File: src/rtl/cv_pkg.sv
// cv_pkg: shared widths and serializer FSM state encoding
package cv_pkg;
  localparam int WORD_W = 16;
  localparam int BYTE_W = 8;
  typedef enum logic [1:0] {IDLE, BYTE0, BYTE1} state_t;
endpackage

File: src/rtl/cv_word_fifo.sv
// cv_word_fifo: word FIFO feeding the output serializer
// Ports: clk, rst (async, active-low), push/wr_data write side,
//        pop/rd_data read side (rd_data shows the head word), count = words held.
// The caller must never push when full or pop when empty.
module cv_word_fifo import cv_pkg::*; #(
  parameter int DEPTH = 4,
  parameter int W = WORD_W
) (
  input  logic                   clk,
  input  logic                   rst,
  input  logic                   push,
  input  logic                   pop,
  input  logic [W-1:0]           wr_data,
  output logic [W-1:0]           rd_data,
  output logic [$clog2(DEPTH):0] count
);
  localparam int AW = $clog2(DEPTH);
  localparam int CW = AW + 1;
  logic [W-1:0] mem [DEPTH];
  logic [AW-1:0] wr_ptr, rd_ptr;
  // Power-of-two depth lets the pointers wrap by natural overflow.
  always_ff @(posedge clk or negedge rst)
    if (!rst) begin
      wr_ptr <= '0;
      rd_ptr <= '0;
      count  <= '0;
    end else begin
      if (push) wr_ptr <= wr_ptr + 1'b1;
      if (pop) rd_ptr <= rd_ptr + 1'b1;
      count <= count + CW'(push) - CW'(pop);
    end
  always_ff @(posedge clk)
    if (push) mem[wr_ptr] <= wr_data;
  assign rd_data = mem[rd_ptr];
endmodule

File: src/rtl/cv_out_serializer.sv
// cv_out_serializer: buffers 16-bit cipher words and emits them as two bytes
// Ports: clk, rst (async, active-low); in_data/in_valid/in_ready word input;
//        out_byte/out_valid/out_ready/out_last byte output; fifo_count = queued
//        words (excluding the word being serialized); overflow sticky drop flag,
//        cleared by clr_ovf; out_parity (even parity of out_byte) only when
//        CV_OUT_PARITY_EN is defined.
module cv_out_serializer import cv_pkg::*; #(
  parameter int DEPTH = 4,
  parameter int MSB_FIRST = 1
) (
  input  logic                   clk,
  input  logic                   rst,
  input  logic [WORD_W-1:0]      in_data,
  input  logic                   in_valid,
  output logic                   in_ready,
  output logic [BYTE_W-1:0]      out_byte,
  output logic                   out_valid,
  input  logic                   out_ready,
  output logic                   out_last,
  output logic [$clog2(DEPTH):0] fifo_count,
  output logic                   overflow,
`ifdef CV_OUT_PARITY_EN
  output logic                   out_parity,
`endif
  input  logic                   clr_ovf
);
  localparam int CW = $clog2(DEPTH) + 1;
  state_t state, nxt;
  logic [WORD_W-1:0] sr, head;
  logic empty, load, pop, bypass, push;
  assign in_ready = fifo_count != CW'(DEPTH);
  assign empty = fifo_count == '0;
  // The shift register can take a new word when idle or when its last byte leaves.
  assign load = state == IDLE || (state == BYTE1 && out_ready);
  assign pop = load && !empty;
  // With nothing queued, an arriving word goes straight to the shift register,
  // giving one-cycle latency and bubble-free streaming.
  assign bypass = load && empty && in_valid;
  assign push = in_valid && in_ready && !bypass;
  cv_word_fifo #(.DEPTH(DEPTH), .W(WORD_W)) u_fifo (
    .clk(clk),
    .rst(rst),
    .push(push),
    .pop(pop),
    .wr_data(in_data),
    .rd_data(head),
    .count(fifo_count)
  );
  always_ff @(posedge clk or negedge rst)
    if (!rst) state <= IDLE;
    else state <= nxt;
  always_comb begin
    nxt = (pop || bypass) ? BYTE0 :
          (state == BYTE0 && out_ready) ? BYTE1 :
          (state == BYTE1 && out_ready) ? IDLE : state;
  end
  always_comb begin
    out_valid = state != IDLE;
    out_last = state == BYTE1;
    out_byte = state == IDLE ? '0 : (MSB_FIRST != 0) ? sr[WORD_W-1:BYTE_W] : sr[BYTE_W-1:0];
  end
  // The second byte is shifted into the output position once the first is taken.
  always_ff @(posedge clk or negedge rst)
    if (!rst) sr <= '0;
    else if (pop) sr <= head;
    else if (bypass) sr <= in_data;
    else if (state == BYTE0 && out_ready)
      sr <= (MSB_FIRST != 0) ? {sr[BYTE_W-1:0], {BYTE_W{1'b0}}} : {{BYTE_W{1'b0}}, sr[WORD_W-1:BYTE_W]};
  // A drop in the same cycle as clr_ovf keeps the flag set.
  always_ff @(posedge clk or negedge rst)
    if (!rst) overflow <= 1'b0;
    else if (in_valid && !in_ready) overflow <= 1'b1;
    else if (clr_ovf) overflow <= 1'b0;
`ifdef CV_OUT_PARITY_EN
  assign out_parity = ^out_byte;
`endif
endmodule

File: config.mk
export PLATFORM = sky130hd
export DESIGN_NAME = cv_out_serializer
export DESIGN_NICKNAME = d
export VERILOG_FILES = /design/src/rtl/cv_pkg.sv /design/src/rtl/cv_word_fifo.sv /design/src/rtl/cv_out_serializer.sv
export SDC_FILE = /design/constraint.sdc
export NUM_CORES = 1
export LEC_CHECK = 0
export CAP_MARGIN = 25
export CORE_UTILIZATION = 30
export DETAILED_ROUTE_END_ITERATION = 12
export SYNTH_ARGS = -nofsm -noshare
export SYNTH_HDL_FRONTEND = slang
export SYNTH_HIERARCHICAL = 1
export SYNTH_SLANG_ARGS = --single-unit
File: constraint.sdc
create_clock -name clk -period 3.7 [get_ports clk]
set_input_delay 0.925 -clock clk [delete_from_list [all_inputs] [get_ports clk]]
set_output_delay 0.925 -clock clk [all_outputs]
set_load 0.01 [all_outputs]
==> results of run 1 <==
## metrics by stage
| step | power, mW | instance area [um2] | setup slack (ns) |
|---|---|---|---|
| detailed placement | 2.80 | 4490 | 0.374 |
| global route | 3.93 | 4800 | 0.388 |
| CTS | 3.76 | 4800 | 0.571 |
| global placement | 2.78 | 4490 | 0.438 |
| finish | 3.71 | 4800 | 0.592 |
| floorplan | 2.38 | 3960 | 0.957 |
## kinds of logic (layout without fill, tap and decap cells)
| group | after synthesis | count (layout) |
|---|---|---|
| buffers and inverters | 26 | 69 |
| AND/OR/NAND/NOR | 46 | 46 |
| adder cells (fa/ha/maj) | 7 | 7 |
| AO/OA/AOI/OAI | 46 | 46 |
| flip-flops | 90 | 90 |
| XOR/XNOR | 5 | 5 |
| multiplexers | 24 | 24 |
## path summary, 6_finish.rpt
check / slack, ns / cells after the start / to
hold / removal: 0.50 / 1 / sr[0]
setup / recovery: 0.59 / 3 / out_byte[6]
hold reg to reg: 0.50 / 1 / sr[0]
setup reg to reg: 1.14 / 8 / u_fifo/count[2]
max in group asynchronous: 2.47 / 2 / sr[15]
min in group asynchronous: 0.97 / 2 / u_fifo/wr_ptr[0]
## final cells by class
| type | count | area, um2 | share of cell area, % |
|---|---|---|---|
| repair buffers | 45 | 425 | 8.87 |
| multi-input cells | 128 | 1240 | 25.9 |
| flip-flops and latches | 90 | 2570 | 53.6 |
| clock inverters | 6 | 81.3 | 1.70 |
| inverters | 8 | 30.0 | 0.626 |
| well taps | 172 | 215 | 4.49 |
| clock buffers | 10 | 229 | 4.77 |
## per-layer routing
metal  GRT usage, %  vias to the layer above
met3           2.42                       11
met4           5.15                        0
met2           21.7                       30
met1           19.2                     1167
li1               -                     1033
met5              0                        -
## power by group through the flow
stage | Clock [mW] | Combinational, mW | Sequential [mW]
CTS | 0.964 | 1.18 | 1.62
global route | 1.02 | 1.27 | 1.64
floorplan | 0 | 0.921 | 1.46
global placement | 0 | 1.16 | 1.62
detailed placement | 0 | 1.16 | 1.64
finish | 0.951 | 1.16 | 1.61
## state kept, by name (all words and copies together) (netlist names)
name / flops
u_fifo/rd_ptr: 2
u_fifo/wr_ptr: 2
u_fifo/count: 3
u_fifo/mem: 64
overflow: 1
state: 2
sr: 16
## cell usage in the layout, fill, tap and decap left out, types with 2 or more instances in the layout
cell,count
ha_1,6
clkinv_1,2
bufinv_16,2
xor2_1,2
buf_4,10
nand2b_1,8
nand2_1,13
clkbuf_16,9
dfrtp_1,26
edfxtp_1,64
mux4_2,8
o311ai_1,8
a31oi_1,8
nor2_1,4
clkdlybuf4s50_1,35
xnor2_1,3
o31a_1,9
inv_1,8
o2bb2ai_1,8
nor2b_1,10
and2_1,4
mux2i_1,8
or2b_1,2
o211ai_1,7
mux4_1,8
## worst max-delay path, cell delays in order (launching register included)
cell             delay [ns]
dfrtp_1                0.59
nor2_1                 0.60
nor2b_1                0.13
clkdlybuf4s50_1        0.52
==> summary.md, run 1 <==
| Metric | Value |
|---|---|
| Worst EP required | 2.77 ns |
| Setup TNS Final | 0 ns |
| Synth Instances | ~240 |
| Vias per inst | 4.88 |
| Drt first pass iters | 4 |
| Share of layout cells above drive strength 1 | between 10 and 15% |
| Data arrival time of the critical path | approximately 2.2 ns |
| Num rows | slightly above 40 |
| Async S/R FF share, synth | a little under 30% |
| Top post-synthesis cells by area | edfxtp_1, dfrtp_1, mux4_1 |
| Most frequent cells after synthesis | edfxtp_1, dfrtp_1, nand2_1 |
| Drt drc | 0 |
| CTS Sinks | 90 |
| IO Pins | 36 |
| Sequential power share | 43.3% |
| CTS tree | built |
| Final hold violation count | 0 |
| Worst setup EP type | primary output |
| Pin count of the biggest net entering global routing | 27 |
| Setup violations, final | 0 |
| CP Launch Type | flop |
| Core Util, Final | 37.7% |
| Worst Skew | roughly 0.0053 ns |
| Die Wd | 117 um |
| Type of the worst min-delay path | reg -> reg |
| Crit Path Class | reg -> out |
| Leakage power | about 1.7 nW |
| Synth Area in Adders | 2.40% |
| Simple-gate portion of the synthesized area | approximately 6.6% |
| Net switching power | 1.15 mW |
| Critical Path Start | state[0] |
| R2r startpoint | state[0] |
| H-tree Lvls | 3 |
| XOR/XNOR Fraction of Synth Area | under 10% |
| GP Congestion | about 0.71 |
| Rel. slew slack | 40.9% |
| Max Clk Rate | between 300 and 400 MHz |
| Syn avg cell area | 16.2 um2 |
| IO buf count | 35 |
| Yosys warns | 6 |
| Synth top area share | slightly below 50% |
| Top_reg_cell synth | edfxtp_1 |
| Count leader, synth | edfxtp_1 |
| CP max FO | 18 |
| Initial antenna violation count | 0 |
| GR Overflow Total | 0 |
| Worst-margin pin slew | between 0.8 and 0.9 ns |
| WL met3 | 193 um |
| Max Cap Violations | 0 |
| Initial Utilization | just over 30% |
| Total GRT Usage | between 10 and 15% |
| Worst-path clk slew | about 0.060 ns |
| Total number of vias | roughly 2200 |
| Worst-Skew Late Latency | approximately 0.33 ns |
| Compound-gate portion of the synthesized area | under 10% |
| Gate power share | about 31% |
| Dominant cell type by area after synthesis | edfxtp_1 |
| Post-CTS Setup Inserts | 0 |
| Die area | ~14000 um2 |
| Worst vdd ir | between 0.0002 and 0.00025 V |
| Synthesized Nets | 272 |
| Wire length per cell | 18.4 um |
| Outcome | completed |
| Clock power share | 25.6% |
| Post-Syn Area | between 3000 and 4000 um2 |
| Resized cells post-CTS | 0 |
| Mux contribution to synthesized area | a little under an eighth |
| # diodes | 0 |
| Crit share post-route | 84.0% |
| Cell Int Power | roughly 2.6 mW |
| Met1 Wirelength | about 4100 um |
| Total CTS buffers | 9 |
| Largest family of logic cells by synthesized area | multiplexers |
| Max Root-Sink Buffers | 2 |
| CTS Root Cell | clkbuf_16 |
| Cell variety after synth | 37 |
| RSZ-0062 raised after global routing | false |
| Placed insts | approximately 440 |
| First-pass GRT wire length | approximately 14000 um |
| HPWL Detailed | roughly 5300 um |
| FF+latch count, synth | 90 |
| Switch share | between 30% and 40% |
| Final #Nets | 310 |
| Final Slew Violations | 0 |
| Crit path time final | between 3 and 4 ns |
| Die Ht | 117 um |
| Fill count | between 1000 and 1500 |
| Share of the yosys chip area belonging to registers | between 60% and 70% |
| Pwr dens | 774 nW/um2 |
| Hold_buf cts | 0 |
| Final cell count without fillers | 459 |
| Core ar. | around 13000 um2 |
| DRT antenna net count | 0 |
| 1st-iter DRT viols | 109 |
| Number of flops mapped to enable cells by yosys | 64 |
| Vias in the first global route | 2368 |
| Highest routing layer actually used | met4 |
| Synthesis-to-layout area growth | 21.1% |
| Met2 WL post-DR | 4080 um |
| DRT Wirelength | about 8400 um |
| Hold_sp | sr[0] |
| Hold Slack | about 0.5 ns |
No activity file was read; power rests on OpenSTA's default activity.
==> run 2: changes to the inputs <==
==> constraint.sdc (replaced) <==
create_clock -name clk -period 2.6 [get_ports clk]
set_input_delay 0.65 -clock clk [delete_from_list [all_inputs] [get_ports clk]]
set_output_delay 0.65 -clock clk [all_outputs]
set_load 0.01 [all_outputs]
==> summary.md, run 2 (synthesis results as in run 1) <==
| Metric | Value |
|---|---|
| Outcome | completed |
| Synthesis-to-layout area growth | 24.8% |
| CP Launch Type | flop |
| Leakage power | 1.76 nW (+4.4%) |
| Total CTS buffers | 9 (unchanged) |
| CTS Root Cell | clkbuf_16 |
| Total number of vias | 2293 (+2.3%) |
| Type of the worst min-delay path | reg -> reg |
| Critical Path Start | u_fifo/count[0] |
| Storage cell area | 2570 um2 (unchanged) |
| Drt first pass iters | 5 (+1) |
| Die area | 13700 um2 (unchanged) |
| # diodes | 0 (unchanged) |
| Pre-CTS setup slack | -0.0529 ns (-0.427 ns) |
| Hold_buf cts | 0 (unchanged) |
| Worst Skew | 0.0104 ns (+0.00508 ns) |
| Num rows | 41 (unchanged) |
| DRT Wirelength | 8480 um (+0.62%) |
| Final #Nets | 323 (+4.2%) |
| Max Cap Violations | 0 (unchanged) |
| Worst-margin pin slew | 0.670 ns (-0.217 ns) |
| Max Clk Rate | 400 MHz |
| Hold_sp | sr[2] |
| CP max FO | 13 (-5) |
| Final hold violation count | 0 (unchanged) |
| H-tree Lvls | 3 (unchanged) |
| Max Root-Sink Buffers | 2 (unchanged) |
| Die Ht | 117 um (unchanged) |
| CTS Sinks | 90 (unchanged) |
| Max reg flops | 64 (unchanged) |
| Initial Utilization | 31.1% (unchanged) |
| Wire length per cell | 18.0 um (-2.2%) |
| Vias per inst | 4.86 (-0.50%) |
| GR Overflow Total | 0 (unchanged) |
| Data arrival time of the critical path | 1.85 ns (-0.33 ns) |
| Top flop regs | u_fifo/mem: 64 flops, sr: 16 flops, u_fifo/count: 3 flops |
| Setup violations, final | 0 (unchanged) |
| DRT antenna net count | 0 (unchanged) |
| Worst vdd ir | 0.000454 V (+83%) |
| First-pass GRT wire length | 13600 um (+0.21%) |
| R2R depth | 8 (unchanged) |
| Crit Path Class | reg -> out |
| Pwr dens | 1080 nW/um2 (+40%) |
| Most frequent cells in the layout | edfxtp_1, clkdlybuf4s50_1, dfrtp_1 |
| Worst-path clk slew | 0.06 ns (about the same) |
| Worst Slack Setup Final | 0.0991 ns (-0.492 ns) |
| Core ar. | 12700 um2 (unchanged) |
| Fill count | 1242 (+0.65%) |
| Hold Slack | 0.496 ns (-0.00203 ns) |
| Vias in the first global route | 2378 (+0.42%) |
| CTS tree | built |
| Setup TNS Final | 0 ns (unchanged) |
| Die Wd | 117 um (unchanged) |
| Worst setup EP type | primary output |
| Worst R2R Setup Slack | 0.46 ns (-0.68 ns) |
| RSZ-0062 raised after global routing | false |
| Initial antenna violation count | 0 (unchanged) |
| 1st-iter DRT viols | 93 (-15%) |
| GP Congestion | 0.762 (+6.6%) |
| PnR Total Power | 5.36 mW (+44%) |
| Commonest non-fill, non-tap cell in the layout | edfxtp_1 |
| IO Pins | 36 (unchanged) |
| Worst R2R End | u_fifo/count[2] |
| Final cell count without fillers | 472 (+2.8%) |
| Worst Setup EP | in_ready |
| Crit share post-route | 96.2% |
| Largest Register | u_fifo/mem |
| Share of layout cells above drive strength 1 | 16.3% (+4.8 points) |
| HPWL Detailed | 5790 um (+9.6%) |
| Final Slew Violations | 0 (unchanged) |
| Multi-input combinational cell area | 1240 um2 (+0.20%) |
| Crit path time final | between 2 and 3 ns |
| Total GRT Usage | 13.9% (+0.036 points) |
| Worst-Skew Late Latency | 0.34 ns (about the same) |
| Rel. slew slack | 55.3% (+14 points) |
| Placed insts | 456 (+2.9%) |
| R2r startpoint | u_fifo/count[0] |
| Drt drc | 0 (unchanged) |
| IO buf count | 35 (unchanged) |
| Worst EP required | 1.95 ns (-0.82 ns) |
| Pin count of the biggest net entering global routing | 27 (unchanged) |
[run 2: critical path, stage by stage (launching register included)]
cell	delay [ns]
dfrtp_1	0.69
nor2_1	0.18
nand2_1	0.12
clkdlybuf4s50_1	0.53
[run 2: per-layer routing]
metal	vias up	share of wire, %	global-route usage [%]
li1	1060	-	-
met1	1174	47	18.9
met2	51	48	21.8
met3	8	3.9	3.60
met4	0	1.1	4.14
met5	-	0	0
[run 2: per-stage QoR]
| stage | util (%) | cell area, um2 |
|---|---|---|
| 3_3_place_gp | 36.4 | 4630 |
| 6_report | 38.8 | 4940 |
| 4_1_cts | 38.8 | 4940 |
| 3_5_place_dp | 36.4 | 4630 |
| 2_1_floorplan | - | 3960 |
| 5_1_grt | 38.8 | 4940 |
[run 2: layout make-up]
class / count / share of cell area, %
Tap cell: 172 / 4.36
Clock inverter: 5 / 1.24
Sequential cell: 90 / 52.1
Multi-Input combinational cell: 128 / 25.2
Timing Repair Buffer: 58 / 11.6
Inverter: 8 / 0.608
Clock buffer: 11 / 4.91
[run 2: how the worst min path moves through the flow]
stage / slack (ns) / cells after the start / endpoint
floorplan: 0.35 / 0 / overflow
global placement: 0.48 / 1 / sr[7]
detailed placement: 0.48 / 1 / sr[0]
CTS: 0.50 / 1 / sr[0]
global route: 0.52 / 1 / sr[0]
finish: 0.50 / 1 / sr[2]
[run 2: what timing repair did]
action,4_1_cts,5_1_grt
endpoints found under the setup margin,0,8
buffers inserted,0,0
hold endpoints to repair,0,0
gates resized for setup,0,1
[run 2: where the power goes]
group / switching [mW] / total (mW) / internal (mW) / leakage (nW)
Combinational: 0.896 / 1.88 / 0.989 / 0.707
Clock: 0.528 / 1.30 / 0.776 / 0.150
Sequential: 0.238 / 2.17 / 1.93 / 0.908
Total: 1.66 / 5.36 / 3.70 / 1.76
==> run 3: changes to the inputs <==
--- a/config.mk
+++ b/config.mk
@@ -6,7 +6,8 @@
 export NUM_CORES = 1
 export LEC_CHECK = 0
 export CAP_MARGIN = 25
-export CORE_UTILIZATION = 30
+export CORE_MARGIN = 2
+export CORE_UTILIZATION = 35
 export DETAILED_ROUTE_END_ITERATION = 12
 export SYNTH_ARGS = -nofsm -noshare
 export SYNTH_HDL_FRONTEND = slang
==> summary.md, run 3 (synthesis results as in run 1) <==
| Metric | Value |
|---|---|
| Resized cells post-CTS | 0 (unchanged) |
| Leakage power | 1.77 nW (about the same) |
| Rel. slew slack | 61.0% (+5.7 points) |
| HPWL Detailed | 5450 um (-5.9%) |
| Worst setup EP type | primary output |
| Die area | 12200 um2 (-11%) |
| Synthesis-to-layout area growth | 23.6% |
| DRT antenna net count | 0 (unchanged) |
| IO buf count | 35 (unchanged) |
| Final #Nets | 324 (+0.31%) |
| Max reg flops | 64 (unchanged) |
| Vias per inst | 5.12 (+5.3%) |
| Total GRT Usage | 14.5% (+0.69 points) |
| Largest Register | u_fifo/mem |
| R2R depth | 9 (+1) |
| Setup violations, final | 0 (unchanged) |
| Die Ht | 110 um (-5.6%) |
| Max incr delay on CP | 0.57 ns (-0.12 ns) |
| CTS Root Cell | clkbuf_16 |
| Drt drc | 0 (unchanged) |
| Fill count | 989 (-20%) |
| GP Congestion | 0.778 (+2.2%) |
| Core Util, Final | 44.7% (+5.9 points) |
| Commonest non-fill, non-tap cell in the layout | edfxtp_1 |
| H-tree Lvls | 3 (unchanged) |
| CP max-delay cell | clkdlybuf4s50_1 |
| Worst-margin pin slew | 0.585 ns (-0.0849 ns) |
| Post-CTS Setup Inserts | 0 (unchanged) |
| Outcome | completed |
| Crit. path cell count | 4 (+1) |
| Max Root-Sink Buffers | 2 (unchanged) |
| Hold_buf cts | 0 (unchanged) |
| Die Wd | 110 um (-5.6%) |
| Core ar. | 10900 um2 (-14%) |
| Crit path time final | 2.37 ns (-0.130 ns) |
| Pin count of the biggest net entering global routing | 27 (unchanged) |
| Buf+Inv Stages, Crit Path | 2 (+1) |
| Worst EP required | 1.95 ns (about the same) |
| Worst Slack Setup Final | 0.229 ns (+0.130 ns) |
| Type of the worst min-delay path | reg -> reg |
| Total number of vias | 2256 (-1.6%) |
| DRT Wirelength | 8010 um (-5.5%) |
| CTS Sinks | 90 (unchanged) |
| Vias in the first global route | 2347 (-1.3%) |
| CP Launch Type | flop |
| Final hold violation count | 0 (unchanged) |
| Cell Chain, Critical Path | nor2_1, buf_4, nor2b_1, clkdlybuf4s50_1 |
| Drt first pass iters | 4 (-1) |
| CP top delay family | buffers and inverters |
| Max Clk Rate | 422 MHz (+5.5%) |
| 1st-iter DRT viols | 79 (-15%) |
| Data arrival time of the critical path | 1.72 ns (-0.13 ns) |
| Top flop regs | u_fifo/mem: 64 flops, sr: 16 flops, u_fifo/count: 3 flops |
| First-pass GRT wire length | 12700 um (-6.7%) |
| Pwr dens | 1100 nW/um2 (+1.5%) |
| Most frequent cells in the layout | edfxtp_1, clkdlybuf4s50_1, dfrtp_1 |
| Initial Utilization | 36.2% (+5.1 points) |
| Hold path cells | 2 (+1) |
| CTS tree | built |
| CP max FO | 9 (-4) |
| Worst-Skew Late Latency | 0.33 ns (about the same) |
| Worst vdd ir | 0.000707 V (+56%) |
| Max Cap Violations | 0 (unchanged) |
| Share of layout cells above drive strength 1 | 15.9% (-0.39 points) |
| Worst Skew | 0.00538 ns (-0.00503 ns) |
| Design Area, Final | 4890 um2 (-0.94%) |
| GR Overflow Total | 0 (unchanged) |
| IO Pins | 36 (unchanged) |
| PnR Total Power | 5.39 mW (+0.57%) |
| Placed inst area | 4580 um2 (-1.2%) |
| Initial antenna violation count | 0 (unchanged) |
| Pre-CTS setup slack | -0.0722 ns (-0.0193 ns) |
| Total CTS buffers | 9 (unchanged) |
| Crit share post-route | 91.2% (-5.0 points) |
| Num rows | 38 (-7.3%) |
| Final Slew Violations | 0 (unchanged) |
| Worst-path clk slew | 0.06 ns (about the same) |
| # diodes | 0 (unchanged) |
| RSZ-0062 raised after global routing | false |
| Wire length per cell | 18.2 um (+1.1%) |
| Crit Path Class | reg -> out |
-- run 3: layout make-up --
type | count | area [um2] | area share (%)
inverter | 8 | 30.0 | 0.614
timing repair buffer | 59 | 556 | 11.4
clock buffer | 9 | 225 | 4.60
clock inverter | 7 | 92.6 | 1.89
tap | 140 | 175 | 3.58
multi-input combinational | 128 | 1240 | 25.4
sequential | 90 | 2570 | 52.6
-- run 3: layer usage --
layer,track usage (%),part of all wire (%),vias to the layer above
met5,0,0,-
met4,4.64,1.1,0
met3,4.17,2.4,7
met2,23.6,49,43
met1,18.9,47,1147
li1,-,-,1059
-- run 3: worst reg2reg max path, delay by kind of cell (launching register included) --
| kind | cells | cell delay, ns |
|---|---|---|
| buf+inv | 2 | 0.26 |
| xor+xnor | 2 | 0.31 |
| simple gates | 2 | 0.23 |
| fa+ha+maj | 3 | 0.82 |
| flops | 1 | 0.34 |
-- run 3: power by group --
group	leakage, nW	switching, mW	internal (mW)
combinational	0.707	0.920	0.985
clock	0.151	0.522	0.840
sequential	0.908	0.190	1.93
total	1.77	1.63	3.75
-- run 3: final timing paths --
kind / endpoint / slack, ns / startpoint
min reg2reg: sr[14] / 0.49 / sr[6]
max reg2reg: u_fifo/count[2] / 0.56 / state[0]
max: out_byte[7] / 0.23 / state[1]
max in group asynchronous: sr[15] / 1.64 / rst
min: sr[14] / 0.49 / sr[6]
min in group asynchronous: overflow / 0.69 / rst
-- run 3: stage by stage --
| stage | TNS, ns | std cells | hold slack [ns] |
|---|---|---|---|
| 3_5_place_dp | -0.0722 | 425 | 0.475 |
| 6_report | 0 | 441 | 0.490 |
| 4_1_cts | 0 | 441 | 0.493 |
| 2_1_floorplan | 0 | 244 | 0.354 |
| 5_1_grt | 0 | 441 | 0.507 |
| 3_3_place_gp | -0.0288 | 425 | 0.479 |
